## src/rtl/mem_arb_pkg.sv

```systemverilog
// Shared types and constants for the instruction/data memory port arbiter.
package mem_arb_pkg;

  // Default bus widths; the command bundle below is sized by these.
  localparam int MEM_ADDR_W = 9;
  localparam int MEM_DATA_W = 32;

  // Access size used for every instruction fetch.
  localparam logic [2:0] FUNC3_WORD = 3'b010;

  typedef enum logic [1:0] {
    IDLE   = 2'd0,
    BUSY_I = 2'd1,
    BUSY_D = 2'd2
  } arb_state_e;

  // Everything the arbiter holds stable on the memory side while busy.
  typedef struct packed {
    logic                  we;
    logic [MEM_ADDR_W-1:0] addr;
    logic [MEM_DATA_W-1:0] wdata;
    logic [2:0]            func3;
  } mem_cmd_t;

endpackage

```

## src/rtl/mem_port_arbiter_if.sv

```systemverilog
// Memory-side bus of the arbiter: request/command out, ready/data back.
interface mem_port_arbiter_if
  import mem_arb_pkg::*;
#(
  parameter int ADDR_W = MEM_ADDR_W,
  parameter int DATA_W = MEM_DATA_W
);
  logic              m_req;
  logic              m_we;
  logic [ADDR_W-1:0] m_addr;
  logic [DATA_W-1:0] m_wdata;
  logic [2:0]        m_func3;
  logic              m_ready;
  logic [DATA_W-1:0] m_rdata;

  // The arbiter drives the request side.
  modport master (
    output m_req, m_we, m_addr, m_wdata, m_func3,
    input  m_ready, m_rdata
  );

  // The memory answers with ready and read data.
  modport slave (
    input  m_req, m_we, m_addr, m_wdata, m_func3,
    output m_ready, m_rdata
  );
endinterface

```

## src/rtl/mem_arb_counter.sv

```systemverilog
// Saturating up-counter with synchronous clear and count enable.
module mem_arb_counter #(
  parameter int MAX = 4,
  parameter int W   = $clog2(MAX + 1)
) (
  input  logic         clk,
  input  logic         reset,
  input  logic         clr,
  input  logic         en,
  output logic [W-1:0] count
);

  // Count up on enable, stick at MAX, clear has priority over counting.
  always_ff @(posedge clk) begin
    if (reset || clr) begin
      count <= '0;
    end else if (en && (count != W'(MAX))) begin
      count <= count + 1'b1;
    end
  end

endmodule

```

## src/rtl/mem_port_arbiter.sv

```systemverilog
// Shares one variable-latency memory port between instruction fetch and
// the MEM stage: data has priority, fetch is protected by a starvation
// limit, and a stuck memory access is aborted after a timeout.
module mem_port_arbiter
  import mem_arb_pkg::*;
#(
  parameter int ADDR_W     = MEM_ADDR_W,
  parameter int DATA_W     = MEM_DATA_W,
  parameter int STARVE_LIM = 4,
  parameter int TIMEOUT    = 15
) (
  input  logic              clk,
  input  logic              reset,
  input  logic              i_req,
  input  logic [ADDR_W-1:0] i_addr,
  output logic [DATA_W-1:0] i_rdata,
  output logic              i_done,
  output logic              i_stall,
  input  logic              d_req,
  input  logic              d_we,
  input  logic [ADDR_W-1:0] d_addr,
  input  logic [DATA_W-1:0] d_wdata,
  input  logic [2:0]        d_func3,
  output logic [DATA_W-1:0] d_rdata,
  output logic              d_done,
  output logic              d_stall,
  output logic              err,
  mem_port_arbiter_if.master mem
);

  localparam int SW = $clog2(STARVE_LIM + 1);
  localparam int TW = $clog2(TIMEOUT);

  arb_state_e    state_q, state_d;
  mem_cmd_t      cmd_q;
  logic          m_req_q;
  logic          grant_i, grant_d, finish, timed_out;
  logic          starve_full;
  logic [SW-1:0] starve_cnt;
  logic [TW-1:0] tmo_cnt;

  assign starve_full = (starve_cnt == SW'(STARVE_LIM));

  // Consecutive data grants taken while a fetch was waiting.
  mem_arb_counter #(.MAX(STARVE_LIM), .W(SW)) u_starve_cnt (
    .clk   (clk),
    .reset (reset),
    .clr   ((state_q == IDLE) && (grant_i || !i_req)),
    .en    (grant_d && i_req),
    .count (starve_cnt)
  );

  // Cycles spent in the current busy state; zero again whenever idle.
  mem_arb_counter #(.MAX(TIMEOUT - 1), .W(TW)) u_tmo_cnt (
    .clk   (clk),
    .reset (reset),
    .clr   (state_q == IDLE),
    .en    (state_q != IDLE),
    .count (tmo_cnt)
  );

  // State register.
  always_ff @(posedge clk) begin
    if (reset) state_q <= IDLE;
    else       state_q <= state_d;
  end

  // Arbitration in IDLE, completion or timeout detection while busy.
  always_comb begin
    state_d   = state_q;
    grant_i   = 1'b0;
    grant_d   = 1'b0;
    finish    = 1'b0;
    timed_out = 1'b0;
    case (state_q)
      IDLE: begin
        if (d_req && !(i_req && starve_full)) begin
          grant_d = 1'b1;
          state_d = BUSY_D;
        end else if (i_req) begin
          grant_i = 1'b1;
          state_d = BUSY_I;
        end
      end
      BUSY_I, BUSY_D: begin
        if (mem.m_ready) begin
          finish  = 1'b1;
          state_d = IDLE;
        end else if (tmo_cnt == TW'(TIMEOUT - 1)) begin
          finish    = 1'b1;
          timed_out = 1'b1;
          state_d   = IDLE;
        end
      end
      default: state_d = IDLE;
    endcase
  end

  // Latch the winner's command, then return data and pulse done/err.
  always_ff @(posedge clk) begin
    if (reset) begin
      m_req_q <= 1'b0;
      cmd_q   <= '0;
      i_done  <= 1'b0;
      d_done  <= 1'b0;
      err     <= 1'b0;
      i_rdata <= '0;
      d_rdata <= '0;
    end else begin
      i_done <= 1'b0;
      d_done <= 1'b0;
      err    <= 1'b0;
      if (grant_i) begin
        m_req_q <= 1'b1;
        cmd_q   <= '{we: 1'b0, addr: i_addr, wdata: '0, func3: FUNC3_WORD};
      end else if (grant_d) begin
        m_req_q <= 1'b1;
        cmd_q   <= '{we: d_we, addr: d_addr, wdata: d_wdata, func3: d_func3};
      end
      if (finish) begin
        m_req_q <= 1'b0;
        err     <= timed_out;
        if (state_q == BUSY_I) begin
          i_done  <= 1'b1;
          i_rdata <= timed_out ? '0 : mem.m_rdata;
        end else begin
          d_done  <= 1'b1;
          d_rdata <= timed_out ? '0 : mem.m_rdata;
        end
      end
    end
  end

  assign mem.m_req   = m_req_q;
  assign mem.m_we    = cmd_q.we;
  assign mem.m_addr  = cmd_q.addr;
  assign mem.m_wdata = cmd_q.wdata;
  assign mem.m_func3 = cmd_q.func3;

  assign i_stall = i_req & ~i_done;
  assign d_stall = d_req & ~d_done;

endmodule

```

## src/flat_wrapper.sv

```systemverilog
// flat-port wrapper written by rule: the top's interface ports become plain ports
module mem_port_arbiter_flat import mem_arb_pkg::*;
#(
  parameter int ADDR_W     = MEM_ADDR_W,
  parameter int DATA_W     = MEM_DATA_W,
  parameter int STARVE_LIM = 4,
  parameter int TIMEOUT    = 15
)
  (clk, reset, i_req, i_addr, i_rdata, i_done, i_stall, d_req, d_we, d_addr, d_wdata, d_func3, d_rdata, d_done, d_stall, err, mem_m_req, mem_m_we, mem_m_addr, mem_m_wdata, mem_m_func3, mem_m_ready, mem_m_rdata);
  mem_port_arbiter_if #(.ADDR_W(ADDR_W), .DATA_W(DATA_W)) mem_i ();
  input  logic clk;
  input  logic reset;
  input  logic i_req;
  input  logic [ADDR_W-1:0] i_addr;
  output logic [DATA_W-1:0] i_rdata;
  output logic i_done;
  output logic i_stall;
  input  logic d_req;
  input  logic d_we;
  input  logic [ADDR_W-1:0] d_addr;
  input  logic [DATA_W-1:0] d_wdata;
  input  logic [2:0] d_func3;
  output logic [DATA_W-1:0] d_rdata;
  output logic d_done;
  output logic d_stall;
  output logic err;
  output wire logic [$bits(mem_i.m_req)-1:0] mem_m_req;
  output wire logic [$bits(mem_i.m_we)-1:0] mem_m_we;
  output wire logic [$bits(mem_i.m_addr)-1:0] mem_m_addr;
  output wire logic [$bits(mem_i.m_wdata)-1:0] mem_m_wdata;
  output wire logic [$bits(mem_i.m_func3)-1:0] mem_m_func3;
  input wire logic [$bits(mem_i.m_ready)-1:0] mem_m_ready;
  input wire logic [$bits(mem_i.m_rdata)-1:0] mem_m_rdata;
  assign mem_m_req = mem_i.m_req;
  assign mem_m_we = mem_i.m_we;
  assign mem_m_addr = mem_i.m_addr;
  assign mem_m_wdata = mem_i.m_wdata;
  assign mem_m_func3 = mem_i.m_func3;
  assign mem_i.m_ready = mem_m_ready;
  assign mem_i.m_rdata = mem_m_rdata;
  mem_port_arbiter #(.ADDR_W(ADDR_W), .DATA_W(DATA_W), .STARVE_LIM(STARVE_LIM), .TIMEOUT(TIMEOUT)) u_core (.clk(clk), .reset(reset), .i_req(i_req), .i_addr(i_addr), .i_rdata(i_rdata), .i_done(i_done), .i_stall(i_stall), .d_req(d_req), .d_we(d_we), .d_addr(d_addr), .d_wdata(d_wdata), .d_func3(d_func3), .d_rdata(d_rdata), .d_done(d_done), .d_stall(d_stall), .err(err), .mem(mem_i));
endmodule
```

## config.mk

```make
export PLATFORM = sky130hd
export DESIGN_NAME = mem_port_arbiter_flat
export DESIGN_NICKNAME = d
export VERILOG_FILES = /design/src/rtl/mem_arb_pkg.sv /design/src/rtl/mem_port_arbiter_if.sv /design/src/rtl/mem_arb_counter.sv /design/src/rtl/mem_port_arbiter.sv /design/src/flat_wrapper.sv
export SDC_FILE = /design/constraint.sdc
export NUM_CORES = 1
export LEC_CHECK = 0
export CORE_MARGIN = 5
export CORE_UTILIZATION = 35
export DETAILED_ROUTE_END_ITERATION = 7
export HOLD_SLACK_MARGIN = 0.1
export PLACE_DENSITY = 0.68
export SLEW_MARGIN = 20
export SYNTH_ARGS = -nofsm -noshare
export SYNTH_HDL_FRONTEND = slang
export SYNTH_SLANG_ARGS = --single-unit
```

## constraint.sdc

```tcl
create_clock -name clk -period 3.4 [get_ports clk]
set_input_delay 0.85 -clock clk [delete_from_list [all_inputs] [get_ports clk]]
set_output_delay 0.85 -clock clk [all_outputs]
set_load 0.02 [all_outputs]
```

Word level (Yosys, flattened, before mapping):

Index checks and enable logic that the tools add are counted.

* register bits: 122
* bits of input ports: 91
* output and inout port bits: 115
* word-level logic and storage cells: 73

* add/subtract/negate cells: 2
* equal/unequal tests: 8
* multiplexer cells: 22
* bitwise gates (word level): 6
* reductions and logical operators: 21

Operator list (count)
* 44-bit two-way mux: 2
* 32-bit two-way mux: 1
* 1-bit two-way mux: 14
* 2-bit two-way mux: 4
* 2-bit OR reduction: 4
* 1-bit logical AND: 6
* 3-bit by 2-bit != test with 1-bit output, second input constant: 2
* 2-bit AND reduction: 3
* 4-bit by 1-bit adder with 4-bit output, second input constant: 1
* 4-bit == test, second input constant: 1
* 4-bit != test, second input constant: 1
* 1-bit inverter: 4
* 2-bit case mux with 2 select lines: 1
* 2-bit nonzero test: 2
* 3-bit by 1-bit adder with 3-bit output, second input constant: 1
* 3-bit == test, second input constant: 1
* 1-bit logical OR: 3
* 3-bit != test, second input constant: 1
* 1-bit bitwise AND: 2
* 2-bit by 1-bit == test with 1-bit output, second input constant: 1
* 2-bit == test, second input constant: 1
* 1-bit zero test: 2
* 2-bit zero test: 1

Depth between registers and ports, before layout:

Gate-level depths: netlist of run 1.

* depth after elaboration: 9
* depth in mapped cells: 7

Hierarchy:

From an unflattened synthesis of run 1, not the netlist that was laid out.

* cells, all modules: 576
* area, all modules: 5642.9 um^2

By module, submodules not included
* mem_port_arbiter: times used 1, cells each 537, area each 5247.5 um^2, seq. area each 2302.2 um^2
* mem_arb_counter (u_core.u_tmo_cnt): times used 1, cells each 22, area each 206.4 um^2, seq. area each 80.1 um^2
* mem_arb_counter (u_core.u_starve_cnt): times used 1, cells each 17, area each 188.9 um^2, seq. area each 60.1 um^2

Worst setup path before layout of run 1:

OpenSTA, ideal clock, no wires.

* path type: input-to-output
* from: input port i_req
* to: output port i_stall
* arrival time: 1320 ps
* data required time: 2550 ps
* path slack: 1230 ps
* stages: 2
* cell sequence: buf_4 -> nor2b_1

* word-level cells in the longest chain between the ends: 1

Ends and longest elaborated chain
* start, declared: line flat_wrapper.sv:13 `input logic i_req;`
* 1-bit bitwise AND: line mem_port_arbiter.sv:140 `assign i_stall = i_req & ~i_done;`
* end, declared: line flat_wrapper.sv:17 `output logic i_stall;`

No other way between the ends.

Final worst setup path of run 1:

* from: input port d_req
* to: output port d_stall

* word-level cells in the longest chain between the ends: 1

Ends and longest elaborated chain
* start, declared: line flat_wrapper.sv:18 `input logic d_req;`
* 1-bit bitwise AND: line mem_port_arbiter.sv:141 `assign d_stall = d_req & ~d_done;`
* end, declared: line flat_wrapper.sv:25 `output logic d_stall;`

No other way between the ends.

==> out/results.ini, run 1 <==
[timing]
hold_viol_final = 0
tightest_slew_ns = 1.08
hold_slack_ns = 0.468
fin_skew_ns = 0.00431
slew_viol_final = 0
setup-tns-final_ns = 0
max-slew-margin-rel = 0.277
fmax_mhz = 332
min_period_ns = 3.01
fin_crit_sh = 0.885
finalSetupViolCount = 0
rsz0062_at_grt = false

[synthesis]
synth_nets = 677
synth-edff-count = 0
synth_seq_area_share = 0.490
async_reset_ff_frac = 0
avgSynthCellArea_um2 = 8.59
yosys_most_used_dff = dfxtp_1
synth_seq_cells = 122
synth_area_mm2 = 0.00498
synth_cell_types = 41
netlist_instances = 580
synth_top_area_cell = dfxtp_1
synth_top_area_share = 0.490
netlist_top_cells_area = dfxtp_1 (49%), a21oi_1 (10%), o31ai_1 (8.0%)
yosysWarnings = 0

[route]
drt_iter0_markers = 371
wl_um = 16500
ant_nets = 0
viasPerCell = 5.36
first_pass_iters = 5
num_vias = 5101
drc = 0
wl_per_cell_um = 17.3

[setup_path]
cp.required_ns = 2.55
cp_slowest_stage_delay_ns = 0.61
crit_path_frequent_cell = clkdlybuf4s50_1
path_class = in2out
path_max_fanout = 2
cp.arrival_ns = 2.16
crit_slowest_cell = clkdlybuf4s50_1
start_kind = input pin
endpoint_kind = output port
path_cells = clkdlybuf4s50_1, inv_1, nor2_1, clkdlybuf4s50_1
r2r_cells = 5

[status]
status = finished, final reports clean

[clocking]
post_cts_buffers = 0
cts-root-to-sink-buffers = 2
cts-htree-levels = 4
numCtsBuffers = 17
cts-root-buf = clkbuf_16
clock_latency_ns = 0.41
ctsResizeCount = 0
clock-sinks = 122
clk_pin_slew_ns = 0.05
postCtsHoldBufs = 0
cts_tree = done

[floorplan]
die_width_um = 129
die_y_um = 129
start_util = 0.358
num_rows = 43
dieArea_mm2 = 0.0167
io_pins = 206
coreArea_mm2 = 0.0139

[job]
maxCapViolCount = 0

[power]
leakagePower_nw = 2.62
ir_drop_mv = 0.285
power_density_mw_per_mm2 = 523

[layout]
diodes = 0
nets = 856
final_common_cell = clkdlybuf4s50_1
drive_gt1_frac = 0.0649
final_cell_mix = clkdlybuf4s50_1 (204), dfxtp_1 (122), a21oi_1 (100)
syn_to_final_growth_pct = 53.1

[grt]
grt_usage = 0.193
grt_pass1_vias = 5055
gr-total-overflow = 0
grt_pass1_wl_um = 25900
grt_max_degree = 58
grt_antenna_before_repair = 0

[place]
place.port_buffers = 205
gp_congestion = 0.860
place_hpwl_um = 11100

[hold_path]
worstHoldPathCells = 2
holdCritPathClass = reg2reg

==> worst max-delay path: cells and delay by family <==
kind | cells | cell delay, ns
AND/OR/NAND/NOR | 1 | 0.13
buffers and inverters | 3 | 1.17
==> layout make-up <==
type / instances / area (um2)
sequential: 122 / 2440
tap: 180 / 225
clock inverter: 7 / 65.1
timing repair buffer: 219 / 2150
fill: 1228 / 6300
multi-input combinational: 391 / 2220
clock buffer: 24 / 502
inverter: 8 / 30.0
==> through the flow <==
step                total power [mW]  cell area (um2)   util  setup WS, ns  cells
floorplan                       1.97             4980      -          1.23    580
global placement                2.30             7070  0.507         0.393    920
detailed placement              2.32             7070  0.507         0.404    920
CTS                             4.03             7630  0.548         0.396    951
global route                    4.16             7630  0.548         0.368    951
finish                          3.99             7630  0.548         0.392    951
==> metal layers <==
layer | vias to the layer above | track usage | part of all wire
met5 | - | 0 | 0
met4 | 0 | 0.0716 | 0.018
met3 | 25 | 0.0824 | 0.11
met2 | 213 | 0.310 | 0.46
met1 | 2404 | 0.231 | 0.42
li1 | 2459 | - | -
==> registers in the layout, summed over array words and instances (netlist names) <==
name,cells
u_core.d_rdata,32
u_core.i_done,1
u_core.mem.m_req,1
u_core.d_done,1
u_core.u_starve_cnt.count,3
u_core.mem.m_wdata,32
u_core.mem.m_func3,3
u_core.mem.m_we,1
u_core.state_q,2
u_core.i_rdata,32
u_core.err,1
u_core.mem.m_addr,9
u_core.u_tmo_cnt.count,4
==> cells in the mapped netlist, types with 3 or more instances <==
master,instances
o21ai_0,48
nand2_1,54
buf_4,6
nand3_1,58
nor3_1,3
ha_1,6
o21ai_1,4
a21oi_1,100
nand2b_1,16
a32oi_1,10
clkbuf_1,23
o31ai_1,53
buf_2,22
and3b_1,3
dfxtp_1,122
and3_1,3
inv_1,7
nor2b_1,4
buf_6,4
nor2_1,6
==> power by group <==
part | total (mW) | internal (mW) | switching, mW
combinational | 0.730 | 0.317 | 0.413
clock | 1.71 | 1.09 | 0.615
sequential | 1.56 | 1.51 | 0.0433
total | 3.99 | 2.92 | 1.07
==> logic make-up (layout without fill, tap and decap cells) <==
| family | count (synthesis) | after routing | share of synthesized area |
|---|---|---|---|
| DFF | 122 | 122 | 0.490 |
| xor gates and xnor gates | 1 | 1 | 0.00176 |
| buffers and inverters | 67 | 258 | 0.0670 |
| adders and majority gates | 6 | 6 | 0.0151 |
| AOI/OAI and AO/OA | 227 | 227 | 0.271 |
| and+or+nand+nor | 157 | 157 | 0.156 |
==> path summary, 6_finish.rpt <==
| kind | from | endpoint | slack [ns] |
|---|---|---|---|
| max | d_req | d_stall | 0.39 |
| min | u_core.d_rdata[6] | u_core.d_rdata[6] | 0.47 |
| max reg2reg | u_core.state_q[0] | u_core.d_rdata[31] | 1.17 |
| min reg2reg | u_core.d_rdata[6] | u_core.d_rdata[6] | 0.47 |
Power figures use the tool's default switching activity.
==> run 2, diff against run 1 <==
--- a/config.mk
+++ b/config.mk
@@ -5,11 +5,13 @@
 export SDC_FILE = /design/constraint.sdc
 export NUM_CORES = 1
 export LEC_CHECK = 0
+export ABC_AREA = 1
 export CORE_MARGIN = 5
 export CORE_UTILIZATION = 35
 export DETAILED_ROUTE_END_ITERATION = 7
 export HOLD_SLACK_MARGIN = 0.1
 export PLACE_DENSITY = 0.68
+export SKIP_CTS_REPAIR_TIMING = 1
 export SLEW_MARGIN = 20
 export SYNTH_ARGS = -nofsm -noshare
 export SYNTH_HDL_FRONTEND = slang
==> run 2 against run 1 <==
Net effect: wire length fell by 2.8%; global-route usage fell by 0.071 points; worst hold slack worse by 0.0093 ns; setup slack worse by 0.091 ns; sequential share of layout area grew 0.48 points; die area down 2.6%; critical path depth stayed put.
==> out/results.ini, run 2 <==
[status]
status = finished, final reports clean

[route]
dr_wl_met3_um = 1700  ; -2.6%
viasPerCell = 5.08  ; -5.2%
first_pass_iters = 4  ; -1
drt_iter0_markers = 287  ; -23%
dr_wl_met2_um = 7610  ; +1.3%
highest_layer = met4
drc = 0  ; unchanged
wl_per_cell_um = 16.3  ; -5.9%
wl_met1_um = 6410  ; -7.2%
num_vias = 4997  ; -2.0%
wl_um = 16000  ; -2.8%
ant_nets = 0  ; unchanged

[hold_path]
holdCritPathClass = reg2reg

[power]
seq_power_share = 0.378  ; -0.012
p_switching_mw = 1.00  ; -6.2%
ir_drop_mv = 0.347  ; +22%
clockPowerShare = 0.464  ; +0.037
comb_power_share = 0.158  ; -0.025
p_sw_frac = 0.247  ; -0.0215
intPower_mw = 3.07  ; +5.0%
power_density_mw_per_mm2 = 541  ; +3.5%
leakagePower_nw = 2.76  ; +5.7%

[timing]
slew_viol_final = 0  ; unchanged
max-slew-margin-rel = 0.473  ; +0.195
setup-tns-final_ns = 0  ; unchanged
timing.final.ws_setup_ns = 0.301  ; -0.0910 ns
finalSetupViolCount = 0  ; unchanged
fmax_mhz = 323  ; -2.9%
min_period_ns = 3.10  ; +0.0910 ns
fin_skew_ns = 0.0116  ; +0.00734 ns
hold_viol_final = 0  ; unchanged
fin_crit_sh = 0.912  ; +0.0268
tightest_slew_ns = 0.790  ; -0.294 ns
rsz0062_at_grt = false

[synthesis]
yosysWarnings = 0  ; unchanged
netlist_instances = 613  ; +5.7%
synth_top_area_cell = dfxtp_1
avgSynthCellArea_um2 = 7.91  ; -8.0%
synth_area_mm2 = 0.00485  ; -2.8%
synth_top_area_share = 0.504  ; +0.0139
synth_nets = 710  ; +4.9%
yosys_most_used_dff = dfxtp_1
synth_seq_area_share = 0.504  ; +0.0139
synth_seq_cells = 122  ; unchanged
synth_cell_types = 24  ; -41%
synth-edff-count = 0  ; unchanged
async_reset_ff_frac = 0  ; unchanged
netlist_top_cells_area = dfxtp_1 (50%), nand2_1 (13%), a21oi_1 (11%)
yosysMostFrequentCell = nand2_1
synth_common_cells = nand2_1 (171), dfxtp_1 (122), a21oi_1 (105), nand4_1 (75), inv_1 (27)

[clocking]
clock-sinks = 122  ; unchanged
cts_tree = done
cts-htree-levels = 4  ; unchanged
numCtsBuffers = 17  ; unchanged
cts-root-buf = clkbuf_16
clock_latency_ns = 0.41  ; about the same
clk_pin_slew_ns = 0.05  ; about the same
cts-root-to-sink-buffers = 2  ; unchanged

[layout]
layout.cells.non_filler = 983  ; +3.4%
final_common_cell = clkdlybuf4s50_1
drive_gt1_frac = 0.0623  ; -0.00258
final_cell_mix = clkdlybuf4s50_1 (203), nand2_1 (171), dfxtp_1 (122)
final_area_mm2 = 0.00752  ; -1.5%
nets = 890  ; +4.0%
syn_to_final_growth_pct = 55.2
diodes = 0  ; unchanged

[floorplan]
die_y_um = 128  ; -1.3%
dieArea_mm2 = 0.0163  ; -2.6%
coreArea_mm2 = 0.0137  ; -1.5%
io_pins = 206  ; unchanged
start_util = 0.353  ; -0.00442
die_width_um = 128  ; -1.3%
num_rows = 43  ; unchanged

[grt]
grt_usage = 0.192  ; -0.000705
grt_antenna_before_repair = 0  ; unchanged
grt_max_degree = 72  ; +24%
grt_pass1_vias = 4976  ; -1.6%
gr-total-overflow = 0  ; unchanged
grt_pass1_wl_um = 25200  ; -2.5%

[place]
gp_congestion = 0.906  ; +5.4%
dp.cells = 954  ; +3.7%
place_area_mm2 = 0.00690  ; -2.4%
post-place-ws_ns = 0.308  ; -0.0958 ns
place.port_buffers = 205  ; unchanged
place_hpwl_um = 10900  ; -2.0%

[setup_path]
path_class = in2out
cp_slowest_stage_delay_ns = 0.66  ; +0.05 ns
cp.buffers_inverters = 3  ; unchanged
crit_path_frequent_cell = clkdlybuf4s50_1
path_max_fanout = 5  ; +3
endpoint_kind = output port
crit_slowest_cell = clkdlybuf4s50_1
start_kind = input pin
cp.arrival_ns = 2.25  ; +0.09 ns
critPathTopFamily = buffers and inverters
path_cells = clkdlybuf4s50_1, inv_1, nor2_1, clkdlybuf4s50_1
cp.required_ns = 2.55  ; about the same

[job]
maxCapViolCount = 0  ; unchanged

==> run 2: stage by stage <==
stage	hold slack [ns]	total power, mW	util
after global routing	0.472	4.24	0.548
after floorplan	0.439	1.91	-
after global placement	0.448	2.20	0.503
after CTS	0.463	4.12	0.548
final	0.459	4.07	0.548
after detailed placement	0.454	2.21	0.503
==> run 2: power by group through the flow <==
stage | registers, mW | clock network (mW) | logic, mW
after floorplan | 1.64 | 0 | 0.271
after global placement | 1.56 | 0 | 0.633
after detailed placement | 1.57 | 0 | 0.642
after CTS | 1.54 | 1.93 | 0.646
after global routing | 1.55 | 2.00 | 0.692
final | 1.54 | 1.89 | 0.643
==> run 2: logic make-up after synthesis <==
logic type               share of synthesized area
AND/OR/NAND/NOR                              0.277
flip-flops                                   0.504
AO/OA/AOI/OAI                                0.117
buffers and inverters                       0.0829
adder cells (fa/ha/maj)                     0.0155
XOR/XNOR                                   0.00361
==> run 2: final timing paths <==
check / start / cells past startpoint / to / slack (ns)
min: u_core.i_rdata[20] / 2 / u_core.i_rdata[20] / 0.46
max: i_req / 4 / i_stall / 0.30
max reg2reg: u_core.state_q[1] / 7 / u_core.d_rdata[13] / 0.99
min reg2reg: u_core.i_rdata[20] / 2 / u_core.i_rdata[20] / 0.46
==> run 2: worst register-to-register path: cells and delay by family (launching register included) <==
kind | cells | cell delay [ns]
simple gates | 2 | 0.95
compound gates | 1 | 0.10
flops | 1 | 0.33
buf+inv | 3 | 0.53
fa+ha+maj | 1 | 0.35
==> run 2: final cells by class <==
class                      instances  area [um2]
clock buffer                      21         480
fill                            1282        6200
tap                              180         225
timing repair buffer             215        2120
inverter                          28         108
clock inverter                     8         143
multi-input combinational        409        2010
sequential                       122        2440
==> run 2: layer usage <==
metal  global-route usage  vias to the layer above
met2                0.316                      204
met3               0.0842                       19
li1                     -                     2443
met1                0.222                     2331
met5                    0                        -
met4               0.0749                        0
